`src/rtl/lc3_gen_pkg.sv`:
```
// Shared types, mux encodings and helpers for the generalised LC-3 datapath.
package lc3_gen_pkg;

    typedef enum logic {MEM_IDLE, MEM_REQ} mem_state_t;

    localparam logic [1:0] PCMUX_INC   = 2'b00;
    localparam logic [1:0] PCMUX_ADDER = 2'b01;
    localparam logic [1:0] PCMUX_BUS   = 2'b10;
    localparam logic [1:0] PCMUX_ZERO  = 2'b11;

    localparam logic [1:0] ADDR2_ZERO  = 2'b00;
    localparam logic [1:0] ADDR2_OFF6  = 2'b01;
    localparam logic [1:0] ADDR2_OFF9  = 2'b10;
    localparam logic [1:0] ADDR2_OFF11 = 2'b11;

    localparam logic [1:0] ALUK_ADD  = 2'b00;
    localparam logic [1:0] ALUK_AND  = 2'b01;
    localparam logic [1:0] ALUK_NOT  = 2'b10;
    localparam logic [1:0] ALUK_PASS = 2'b11;

    // Lower value wins when several gates drive the bus in the same cycle.
    localparam logic [1:0] BUS_PRI_PC     = 2'd0;
    localparam logic [1:0] BUS_PRI_MARMUX = 2'd1;
    localparam logic [1:0] BUS_PRI_MDR    = 2'd2;
    localparam logic [1:0] BUS_PRI_ALU    = 2'd3;

    // Sign-extend the low 'bits' bits of an instruction word to 16 bits.
    function automatic logic [15:0] sext(input logic [15:0] value, input logic [4:0] bits);
        logic [4:0] sh;
        sh = 5'd16 - bits;
        return 16'($signed(value << sh) >>> sh);
    endfunction

endpackage

```
`src/rtl/mem_sequencer.sv`:
```
// Request/acknowledge memory sequencer with a cycle-bounded timeout.
module mem_sequencer
    import lc3_gen_pkg::*;
#(
    parameter int WIDTH   = 16,
    parameter int TIMEOUT = 255
) (
    input  logic             clk,
    input  logic             rst_n,
    input  logic             rd_strobe,
    input  logic             wr_strobe,
    input  logic [WIDTH-1:0] mar,
    input  logic [WIDTH-1:0] mdr,
    input  logic             mem_ack,
    input  logic [WIDTH-1:0] mem_rdata,
    output logic             mem_req,
    output logic             mem_we,
    output logic [WIDTH-1:0] mem_addr,
    output logic [WIDTH-1:0] mem_wdata,
    output logic             mem_timeout,
    output logic             mdr_load,
    output logic [WIDTH-1:0] mdr_data
);

    localparam logic [15:0] LAST_COUNT = 16'(TIMEOUT - 1);

    mem_state_t  state;
    logic [15:0] count;
    logic        expired;

    always_ff @(posedge clk or negedge rst_n) begin
        if (!rst_n) begin
            state       <= MEM_IDLE;
            count       <= '0;
            mem_we      <= 1'b0;
            mem_addr    <= '0;
            mem_wdata   <= '0;
            mem_timeout <= 1'b0;
        end else begin
            case (state)
                MEM_IDLE: begin
                    // Simultaneous read and write strobes are a control error and are dropped.
                    if (rd_strobe ^ wr_strobe) begin
                        mem_addr  <= mar;
                        mem_wdata <= mdr;
                        mem_we    <= wr_strobe;
                        count     <= '0;
                        state     <= MEM_REQ;
                    end
                end
                MEM_REQ: begin
                    if (mem_ack) begin
                        state <= MEM_IDLE;
                    end else if (expired) begin
                        mem_timeout <= 1'b1;
                        state       <= MEM_IDLE;
                    end else begin
                        count <= count + 16'd1;
                    end
                end
                default: state <= MEM_IDLE;
            endcase
        end
    end

    assign mem_req  = (state == MEM_REQ);
    assign expired  = (count == LAST_COUNT);
    assign mdr_load = mem_req && !mem_we && (mem_ack || expired);
    assign mdr_data = mem_ack ? mem_rdata : '1;

endmodule

```
`src/rtl/lc3_datapath_gen.sv`:
```
// Generalised LC-3 datapath: shared bus, register file, ALU, address adder,
// condition codes, BEN and a request/acknowledge memory sequencer.
module lc3_datapath_gen
    import lc3_gen_pkg::*;
#(
    parameter int          WIDTH    = 16,
    parameter logic [15:0] RESET_PC = 16'h3000,
    parameter int          TIMEOUT  = 255
) (
    input  logic             Clk,
    input  logic             Reset,
    input  logic             LD_PC,
    input  logic             LD_MAR,
    input  logic             LD_MDR,
    input  logic             LD_IR,
    input  logic             LD_REG,
    input  logic             LD_CC,
    input  logic             LD_BEN,
    input  logic             GatePC,
    input  logic             GateMARMUX,
    input  logic             GateALU,
    input  logic             GateMDR,
    input  logic             DRMUX,
    input  logic             SR1MUX,
    input  logic             SR2MUX,
    input  logic             ADDR1MUX,
    input  logic [1:0]       PCMUX,
    input  logic [1:0]       ALUK,
    input  logic [1:0]       ADDR2MUX,
    input  logic             MEM_RD,
    input  logic             MEM_WR,
    output logic             mem_req,
    output logic             mem_we,
    output logic [WIDTH-1:0] mem_addr,
    output logic [WIDTH-1:0] mem_wdata,
    input  logic [WIDTH-1:0] mem_rdata,
    input  logic             mem_ack,
    output logic             mem_busy,
    output logic             mem_timeout,
    output logic             bus_conflict,
    output logic             BEN,
    output logic [WIDTH-1:0] IR_out,
    output logic [WIDTH-1:0] MAR_out,
    output logic [WIDTH-1:0] MDR_out,
    output logic [WIDTH-1:0] PC_out
);

    logic [WIDTH-1:0] pc, mar, mdr, ir, bus;
    logic [WIDTH-1:0] regfile [8];
    logic [2:0]       nzp, sr1_idx, dr_idx;
    logic [WIDTH-1:0] imm5, off6, off9, off11;
    logic [WIDTH-1:0] sr1_val, sr2_val, alu_out, addr1_val, addr2_val, adder_out, pc_next;
    logic [3:0]       gates;
    logic [WIDTH-1:0] bus_src [4];
    logic             seq_mdr_load;
    logic [WIDTH-1:0] seq_mdr_data;

    assign imm5  = WIDTH'($signed(sext(ir[15:0], 5'd5)));
    assign off6  = WIDTH'($signed(sext(ir[15:0], 5'd6)));
    assign off9  = WIDTH'($signed(sext(ir[15:0], 5'd9)));
    assign off11 = WIDTH'($signed(sext(ir[15:0], 5'd11)));

    assign sr1_idx   = SR1MUX ? ir[11:9] : ir[8:6];
    assign dr_idx    = DRMUX ? 3'd7 : ir[11:9];
    assign sr1_val   = regfile[sr1_idx];
    assign sr2_val   = SR2MUX ? imm5 : regfile[ir[2:0]];
    assign addr1_val = ADDR1MUX ? sr1_val : pc;
    assign adder_out = addr1_val + addr2_val;

    always_comb begin
        // NOTE: every combinational output gets a default first so no path can infer a latch.
        addr2_val = '0;
        case (ADDR2MUX)
            ADDR2_OFF6:  addr2_val = off6;
            ADDR2_OFF9:  addr2_val = off9;
            ADDR2_OFF11: addr2_val = off11;
            default:     addr2_val = '0;
        endcase
    end

    always_comb begin
        alu_out = sr1_val;
        case (ALUK)
            ALUK_ADD: alu_out = sr1_val + sr2_val;
            ALUK_AND: alu_out = sr1_val & sr2_val;
            ALUK_NOT: alu_out = ~sr1_val;
            default:  alu_out = sr1_val;
        endcase
    end

    always_comb begin
        pc_next = pc + 1'b1;
        case (PCMUX)
            PCMUX_ADDER: pc_next = adder_out;
            PCMUX_BUS:   pc_next = bus;
            PCMUX_ZERO:  pc_next = '0;
            default:     pc_next = pc + 1'b1;
        endcase
    end

    always_comb begin
        gates                  = '0;
        gates[BUS_PRI_PC]      = GatePC;
        gates[BUS_PRI_MARMUX]  = GateMARMUX;
        gates[BUS_PRI_MDR]     = GateMDR;
        gates[BUS_PRI_ALU]     = GateALU;
        bus_src[BUS_PRI_PC]     = pc;
        bus_src[BUS_PRI_MARMUX] = adder_out;
        bus_src[BUS_PRI_MDR]    = mdr;
        bus_src[BUS_PRI_ALU]    = alu_out;
        bus = '0;
        // Scan from lowest to highest priority so the highest-priority gate is applied last.
        for (int i = 3; i >= 0; i--) begin
            if (gates[i]) bus = bus_src[i];
        end
    end

    always_ff @(posedge Clk or negedge Reset) begin
        if (!Reset) begin
            pc           <= WIDTH'(RESET_PC);
            mar          <= '0;
            mdr          <= '0;
            ir           <= '0;
            nzp          <= '0;
            BEN          <= 1'b0;
            bus_conflict <= 1'b0;
        end else begin
            if (LD_PC)  pc  <= pc_next;
            if (LD_MAR) mar <= bus;
            if (LD_IR)  ir  <= bus;
            if (seq_mdr_load) mdr <= seq_mdr_data;
            else if (LD_MDR)  mdr <= bus;
            if (LD_CC)  nzp <= {bus[WIDTH-1], bus == '0, !bus[WIDTH-1] && (bus != '0)};
            if (LD_BEN) BEN <= |(ir[11:9] & nzp);
            bus_conflict <= ($countones(gates) > 1);
        end
    end

    // NOTE: the register file is reset like every other architectural register, so software sees known contents.
    always_ff @(posedge Clk or negedge Reset) begin
        if (!Reset) begin
            for (int i = 0; i < 8; i++) regfile[i] <= '0;
        end else if (LD_REG) begin
            regfile[dr_idx] <= bus;
        end
    end

    mem_sequencer #(.WIDTH(WIDTH), .TIMEOUT(TIMEOUT)) u_mem_sequencer (
        .clk        (Clk),
        .rst_n      (Reset),
        .rd_strobe  (MEM_RD),
        .wr_strobe  (MEM_WR),
        .mar        (mar),
        .mdr        (mdr),
        .mem_ack    (mem_ack),
        .mem_rdata  (mem_rdata),
        .mem_req    (mem_req),
        .mem_we     (mem_we),
        .mem_addr   (mem_addr),
        .mem_wdata  (mem_wdata),
        .mem_timeout(mem_timeout),
        .mdr_load   (seq_mdr_load),
        .mdr_data   (seq_mdr_data)
    );

    assign mem_busy = mem_req;
    assign IR_out   = ir;
    assign MAR_out  = mar;
    assign MDR_out  = mdr;
    assign PC_out   = pc;

endmodule

```
`config.mk`:
```
export PLATFORM = sky130hd
export DESIGN_NAME = lc3_datapath_gen
export DESIGN_NICKNAME = d
export VERILOG_FILES = /design/src/rtl/lc3_gen_pkg.sv /design/src/rtl/mem_sequencer.sv /design/src/rtl/lc3_datapath_gen.sv
export SDC_FILE = /design/constraint.sdc
export NUM_CORES = 1
export LEC_CHECK = 0
export ABC_AREA = 1
export BUFFER_PORTS_ARGS = -buffer_cell sky130_fd_sc_hd__buf_4
export CAP_MARGIN = 25
export CORE_MARGIN = 2
export CORE_UTILIZATION = 45
export CTS_BUF_LIST = sky130_fd_sc_hd__clkbuf_4 sky130_fd_sc_hd__clkbuf_8
export DETAILED_ROUTE_END_ITERATION = 7
export GPL_TIMING_DRIVEN = 0
export HOLD_SLACK_MARGIN = 0.06
export PLACE_DENSITY = 0.6
export SYNTH_ARGS = -nofsm -noshare
export SYNTH_HDL_FRONTEND = slang
export SYNTH_HIERARCHICAL = 1
export SYNTH_SLANG_ARGS = --single-unit
```
`constraint.sdc`:
```
create_clock -name Clk -period 4.7 [get_ports Clk]
set_input_delay 0.705 -clock Clk [delete_from_list [all_inputs] [get_ports Clk]]
set_output_delay 0.705 -clock Clk [all_outputs]
set_load 0.1 [all_outputs]
```
==> flow_metrics.env, run 1 <==
export IMPL_drt_pass1_iterations=7
export IMPL_synth_largest_area_cell="dfrtp_1"
export IMPL_avgSynthCellArea_um2=7.23
export IMPL_finalCriticalPeriod_ns=4.52
export IMPL_synth_common_cells="nand2_1 (516), o21ai_0 (276), dfrtp_1 (246)"
export IMPL_final_setup_skew_ns=0.0204
export IMPL_hpwl_mm=49.3
export IMPL_synth_distinct_cells=60
export IMPL_slew_violations=0
export IMPL_top_area_cell_type_share_of_the_netlist_area=0.388
export IMPL_r2r_start="IR_out[10]"
export IMPL_synth_yosys_warnings=6
export IMPL_reg2reg_setup_slack_ns=0.18
export IMPL_status="finished clean"
export IMPL_power_static_leakage_nw=9.04
export IMPL_critical_path_launch_point="IR_out[10]"
export IMPL_worstSetupPathType="reg -> reg"
export IMPL_achievable_frequency_mhz=221
export IMPL_drive_above_1_share=0.190
export IMPL_vias_in_the_first_global_route=16200
export IMPL_hold_path_startpoint="LD_BEN"
export IMPL_antenna_found_initial=1
export IMPL_insertion_delay_ns=0.63
export IMPL_drt_iter0_drc=1830
export IMPL_io_pin_count=144
export IMPL_cts_root_buf="clkbuf_8"
export IMPL_fp_coreArea_mm2=0.0346
export IMPL_rsz0062_at_grt="true"
export IMPL_detail_route_antenna_nets=0
export IMPL_viasPerCell=5.81
export IMPL_drt_drc_violations_left=0
export IMPL_grt_util_all_layers=0.372
export IMPL_setup_total_negative_slack_ns=0
export IMPL_cts_max_level=2
export IMPL_place_worst_setup_slack_ns=-1.29
export IMPL_floorplan_initialDensity=0.458
export IMPL_detail_route_wirelength_mm=67.4
export IMPL_clk_pin_slew_ns=0.07
export IMPL_die_h_um=192
export IMPL_setup_violations=0
export IMPL_core_rowCount=68
export IMPL_yosys_register_bits=248
export IMPL_final_net_count=2490
export IMPL_dr_total_vias=16900
export IMPL_die_area_mm2=0.0368
export IMPL_postLayoutSetupSlackWorst_ns=0.177
export IMPL_worst_setup_ep_type="flop"
export IMPL_area_growth_from_synthesis_to_layout_pct=19.6
export IMPL_portBuffers=140
export IMPL_global_route_overflow_total=0
export IMPL_number_of_flops_mapped_to_enable_cells_by_yosys=0
export IMPL_grt_start_max_net_pins=117
export IMPL_cpMostUsedCell="nand2_1"
export IMPL_synth_sequential_area_ratio=0.391
export IMPL_worstSetupStartpointType="flop"
export IMPL_cts_buffers=44
export IMPL_synthFlopType="dfrtp_1"
export IMPL_global_route_wire_length_before_repair_mm=101
export IMPL_cp_max_fo=9
export IMPL_synthesis_instances=2195
export IMPL_synth_fp_nets=2273
export IMPL_ir_worst_vdd_v=0.000669
export IMPL_hold_violations=0
export IMPL_powerDensity_mw_per_mm2=751
export IMPL_clk_path_buf_depth=3
export IMPL_clock_sinks=248
export IMPL_yosys_cell_count_top_type="nand2_1"
export IMPL_hold_class="in -> reg"
export IMPL_tritoncts_clock_tree="built"
export IMPL_worst_ep_arrival_time_ns=5.03
export IMPL_relSlewSlack=0.345
export IMPL_drt_wirelength_per_cell_um=23.2
export IMPL_maxCapViolations=0
export IMPL_fin_crit_sh=0.962
export IMPL_synth_async_reset_ratio=1.00
export IMPL_cp_slowest_cell="dfrtp_2"
export IMPL_worst_pin_slew_ns=0.979
export IMPL_synth_cell_area_mm2=0.0159
export IMPL_ys_top_cells_by_area="dfrtp_1 (39%), nand2_1 (12%), o21ai_0 (8.7%), a21oi_1 (6.0%), inv_1 (5.6%)"
export IMPL_floorplan_die_width_um=192
export IMPL_slowest_delay_ns=0.43
export IMPL_report_power_total_mw=14.2
export IMPL_globalplace_congestion=0.985
export IMPL_required_ns=5.20
-- repair_timing --
action / CTS / global route
pin swaps: 2 / 10
hold endpoints to repair: 56 / 0
setup buffers: 13 / 15
setup endpoints to repair: 78 / 93
hold buffers: 1 / 0
resized for setup: 36 / 56
-- stage by stage --
step	util	cell area, µm²	hold slack, ns	std cells
floorplan	-	15900	0.409	2195
global placement	0.505	17500	0.458	2790
detailed placement	0.507	17500	0.464	2792
CTS	0.540	18700	0.309	2886
global route	0.548	19000	0.332	2901
finish	0.548	19000	0.334	2902
-- cell type report --
| type | count | area [µm²] |
|---|---|---|
| buffer | 111 | 599 |
| multi-input combinational | 1583 | 8340 |
| clock buffer | 69 | 881 |
| clock inverter | 11 | 60.1 |
| inverter | 252 | 978 |
| sequential | 248 | 6210 |
| antenna | 1 | 2.50 |
| tap | 455 | 569 |
| fill | 3381 | 15600 |
| timing repair buffer | 172 | 1340 |
-- flip-flops by register name, summed over array words and instances (netlist names) --
name,cells
BEN,1
u_mem_sequencer/mem_wdata,16
PC_out,16
MAR_out,16
u_mem_sequencer/mem_req,1
nzp,3
IR_out,16
MDR_out,16
bus_conflict,1
u_mem_sequencer/mem_we,1
regfile,128
u_mem_sequencer/mem_addr,16
u_mem_sequencer/mem_timeout,1
u_mem_sequencer/count,16
-- cell families (layout without fill, tap and decap cells) --
logic type	Yosys count	after routing	share of synthesized area
other	0	1	0
buffers and inverters	364	615	0.0938
AND/OR/NAND/NOR	902	902	0.244
AO/OA/AOI/OAI	591	591	0.207
adder cells (fa/ha/maj)	36	36	0.0293
flip-flops	248	248	0.391
multiplexers	33	33	0.0234
XOR/XNOR	21	21	0.0116
-- cells in the final DEF, fill, tap and decap left out, types with 29 or more instances in the layout --
cell / count
nand2_1: 512
o21ai_0: 270
dfrtp_1: 243
inv_1: 230
a21oi_1: 186
buf_4: 173
nor2_1: 161
nand3_1: 128
clkbuf_8: 58
clkbuf_1: 51
mux2_2: 33
ha_1: 31
o21ai_1: 29
-- metal layers --
layer / global-route usage / up-vias / share of wire
li1: - / 7725 / -
met1: 0.498 / 8069 / 0.42
met2: 0.563 / 865 / 0.43
met4: 0.177 / 2 / 0.050
met3: 0.0928 / 190 / 0.094
met5: 0 / - / 0.00024
-- path summary, 6_finish.rpt --
kind	to	cells past startpoint
max	nzp[0]	31
min	BEN	2
max reg2reg	nzp[0]	31
min reg2reg	u_mem_sequencer/mem_timeout	1
max in group asynchronous	u_mem_sequencer/mem_wdata[0]	3
min in group asynchronous	regfile[93]	2
-- critical path: cells and delay by family, from the launching register on --
family | cells | cell delay (ns)
simple gates | 21 | 2.20
buf+inv | 4 | 0.50
flops | 1 | 0.43
compound gates | 4 | 0.57
fa+ha+maj | 1 | 0.38
xor+xnor | 1 | 0.30
-- where the power goes --
group | switching, mW | total [mW] | internal, mW | leakage [nW]
logic | 6.14 | 8.38 | 2.24 | 5.48
clock network | 0.991 | 2.18 | 1.19 | 0.503
registers | 0.723 | 3.68 | 2.96 | 3.07
No activity file was read; power rests on OpenSTA's default activity.
==> run 2, diff against run 1 <==
==> constraint.sdc (replaced) <==
create_clock -name Clk -period 5.83 [get_ports Clk]
set_input_delay 0.8745 -clock Clk [delete_from_list [all_inputs] [get_ports Clk]]
set_output_delay 0.8745 -clock Clk [all_outputs]
set_load 0.1 [all_outputs]
==> flow_metrics.env, run 2 (synthesis results as in run 1) <==
export IMPL_clk_path_buf_depth=3
export IMPL_intPower_mw=5.00
export IMPL_postLayoutSetupSlackWorst_ns=0.289
export IMPL_worstSetupStartpointType="flop"
export IMPL_floorplan_die_width_um=192
export IMPL_drt_drc_violations_left=0
export IMPL_drt_pass1_iterations=6
export IMPL_largest_register_ffs=128
export IMPL_worst_ep_arrival_time_ns=6.01
export IMPL_detail_route_wirelength_mm=67.0
export IMPL_r2r_start="IR_out[10]"
export IMPL_cts_hold_repair_buffers=0
export IMPL_worst_pin_slew_ns=0.977
export IMPL_fin_util=0.535
export IMPL_commonest_cells_after_routing_fill_and_taps_aside="nand2_1 (515), o21ai_0 (276), dfrtp_1 (246)"
export IMPL_tritoncts_clock_tree="built"
export IMPL_switching_fraction_of_total_power=0.556
export IMPL_globalplace_congestion=0.985
export IMPL_fill_cells=3416
export IMPL_rsz0062_at_grt="false"
export IMPL_area_growth_from_synthesis_to_layout_pct=16.7
export IMPL_viasPerCell=5.84
export IMPL_worst_r2r_cell_count=28
export IMPL_hold_class="in -> async"
export IMPL_area_sequential_mm2=0.00621
export IMPL_cpMostUsedCell="nand2_1"
export IMPL_fp_coreArea_mm2=0.0346
export IMPL_fin_crit_sh=0.950
export IMPL_cts_root_buf="clkbuf_8"
export IMPL_crit_path_end="MDR_out[10]"
export IMPL_worstSetupPathType="reg -> reg"
export IMPL_vias_in_the_first_global_route=16100
export IMPL_insertion_delay_ns=0.63
export IMPL_layout_cells_most_common="nand2_1"
export IMPL_dpl_cell_area_mm2=0.0175
export IMPL_cts_max_level=2
export IMPL_setup_total_negative_slack_ns=0
export IMPL_relSlewSlack=0.346
export IMPL_finalCriticalPeriod_ns=5.54
export IMPL_drive_above_1_share=0.162
export IMPL_grt_util_all_layers=0.370
export IMPL_final_net_count=2463
export IMPL_die_h_um=192
export IMPL_power_share_combinational=0.579
export IMPL_setup_violations=0
export IMPL_slowest_delay_ns=0.53
export IMPL_die_area_mm2=0.0368
export IMPL_portBuffers=140
export IMPL_hpwl_mm=49.3
export IMPL_maxCapViolations=0
export IMPL_drt_wirelength_per_cell_um=23.3
export IMPL_power_share_clock=0.157
export IMPL_place_worst_setup_slack_ns=-0.333
export IMPL_reg2reg_setup_slack_ns=0.29
export IMPL_cp_max_fo=10
export IMPL_critical_path_launch_point="IR_out[10]"
export IMPL_cts_buffers=44
export IMPL_powerDensity_mw_per_mm2=608
export IMPL_slew_violations=0
export IMPL_cp_slowest_cell="inv_1"
export IMPL_clk_pin_slew_ns=0.06
export IMPL_share_seq_of_total_power=0.264
export IMPL_drt_iter0_drc=1904
export IMPL_dr_total_vias=16800
export IMPL_finalNonFillerCells=2875
export IMPL_netSwitchingPower_mw=6.25
export IMPL_grt_start_max_net_pins=117
export IMPL_hold_violations=0
export IMPL_summed_area_of_non_filler_cells_in_the_final_layout_mm2=0.0185
export IMPL_ir_worst_vdd_v=0.000541
export IMPL_power_static_leakage_nw=8.85
export IMPL_status="finished clean"
export IMPL_floorplan_initialDensity=0.458
export IMPL_global_route_wire_length_before_repair_mm=100
export IMPL_required_ns=6.30
export IMPL_worst_setup_ep_type="flop"
export IMPL_io_pin_count=144
export IMPL_multi_input_gate_area_in_the_final_layout_mm2=0.00818
export IMPL_r2r_end="MDR_out[10]"
export IMPL_achievable_frequency_mhz=180
export IMPL_final_setup_skew_ns=0.0265
export IMPL_clock_sinks=248
export IMPL_detail_route_antenna_nets=0
export IMPL_global_route_overflow_total=0
export IMPL_antenna_found_initial=1
export IMPL_core_rowCount=68
export IMPL_largest_register="regfile"
export IMPL_placed_cells=2792
-- run 2: through the flow --
stage / total power [mW] / hold slack [ns]
2_1_floorplan: 7.32 / 0.449
3_3_place_gp: 9.27 / 0.458
3_5_place_dp: 9.33 / 0.464
4_1_cts: 11.1 / 0.173
5_1_grt: 11.8 / 0.203
6_report: 11.3 / 0.176
-- run 2: cell type report --
cell class,instances,area share
Clock buffer,69,0.0476
Antenna cell,1,0.000135
Clock inverter,11,0.00324
Inverter,252,0.0515
Multi-Input combinational cell,1583,0.442
Buffer,112,0.0291
Sequential cell,248,0.335
Timing Repair Buffer,144,0.0609
Tap cell,455,0.0307
-- run 2: worst min path at each step --
stage | from | endpoint | slack [ns] | cells after the start
after floorplan | nzp[0] | nzp[0] | 0.45 | 2
after CTS | Reset | regfile[126] | 0.17 | 1
final | Reset | regfile[93] | 0.18 | 1
after detailed placement | u_mem_sequencer/mem_timeout | u_mem_sequencer/mem_timeout | 0.46 | 1
after global routing | Reset | regfile[126] | 0.20 | 1
after global placement | u_mem_sequencer/mem_timeout | u_mem_sequencer/mem_timeout | 0.46 | 1
-- run 2: power groups by stage --
stage	clock network [mW]	registers [mW]	logic [mW]
5_1_grt	1.86	3.04	6.94
2_1_floorplan	0	4.48	2.84
6_report	1.77	2.97	6.52
3_3_place_gp	0	2.96	6.31
3_5_place_dp	0	2.97	6.36
4_1_cts	1.79	2.95	6.38
-- run 2: critical path: cells and delay by family, from the launching register on --
family | cells | cell delay, ns
and+or+nand+nor | 11 | 1.28
adders and majority gates | 1 | 0.35
buffers and inverters | 6 | 1.48
xor gates and xnor gates | 1 | 0.31
AOI/OAI and AO/OA | 9 | 1.45
DFF | 1 | 0.52
-- run 2: what timing repair did --
| action | CTS | global route |
|---|---|---|
| hold endpoints to repair | 0 | 0 |
| setup buffers | 0 | 1 |
| gates resized for setup | 0 | 3 |
| endpoints found under the setup margin | 0 | 9 |
-- run 2: layer usage --
layer	global-route usage	part of all wire	vias up
li1	-	-	7659
met1	0.495	0.41	8025
met2	0.554	0.43	918
met3	0.0952	0.11	175
met4	0.180	0.049	2
met5	0	0.00019	-
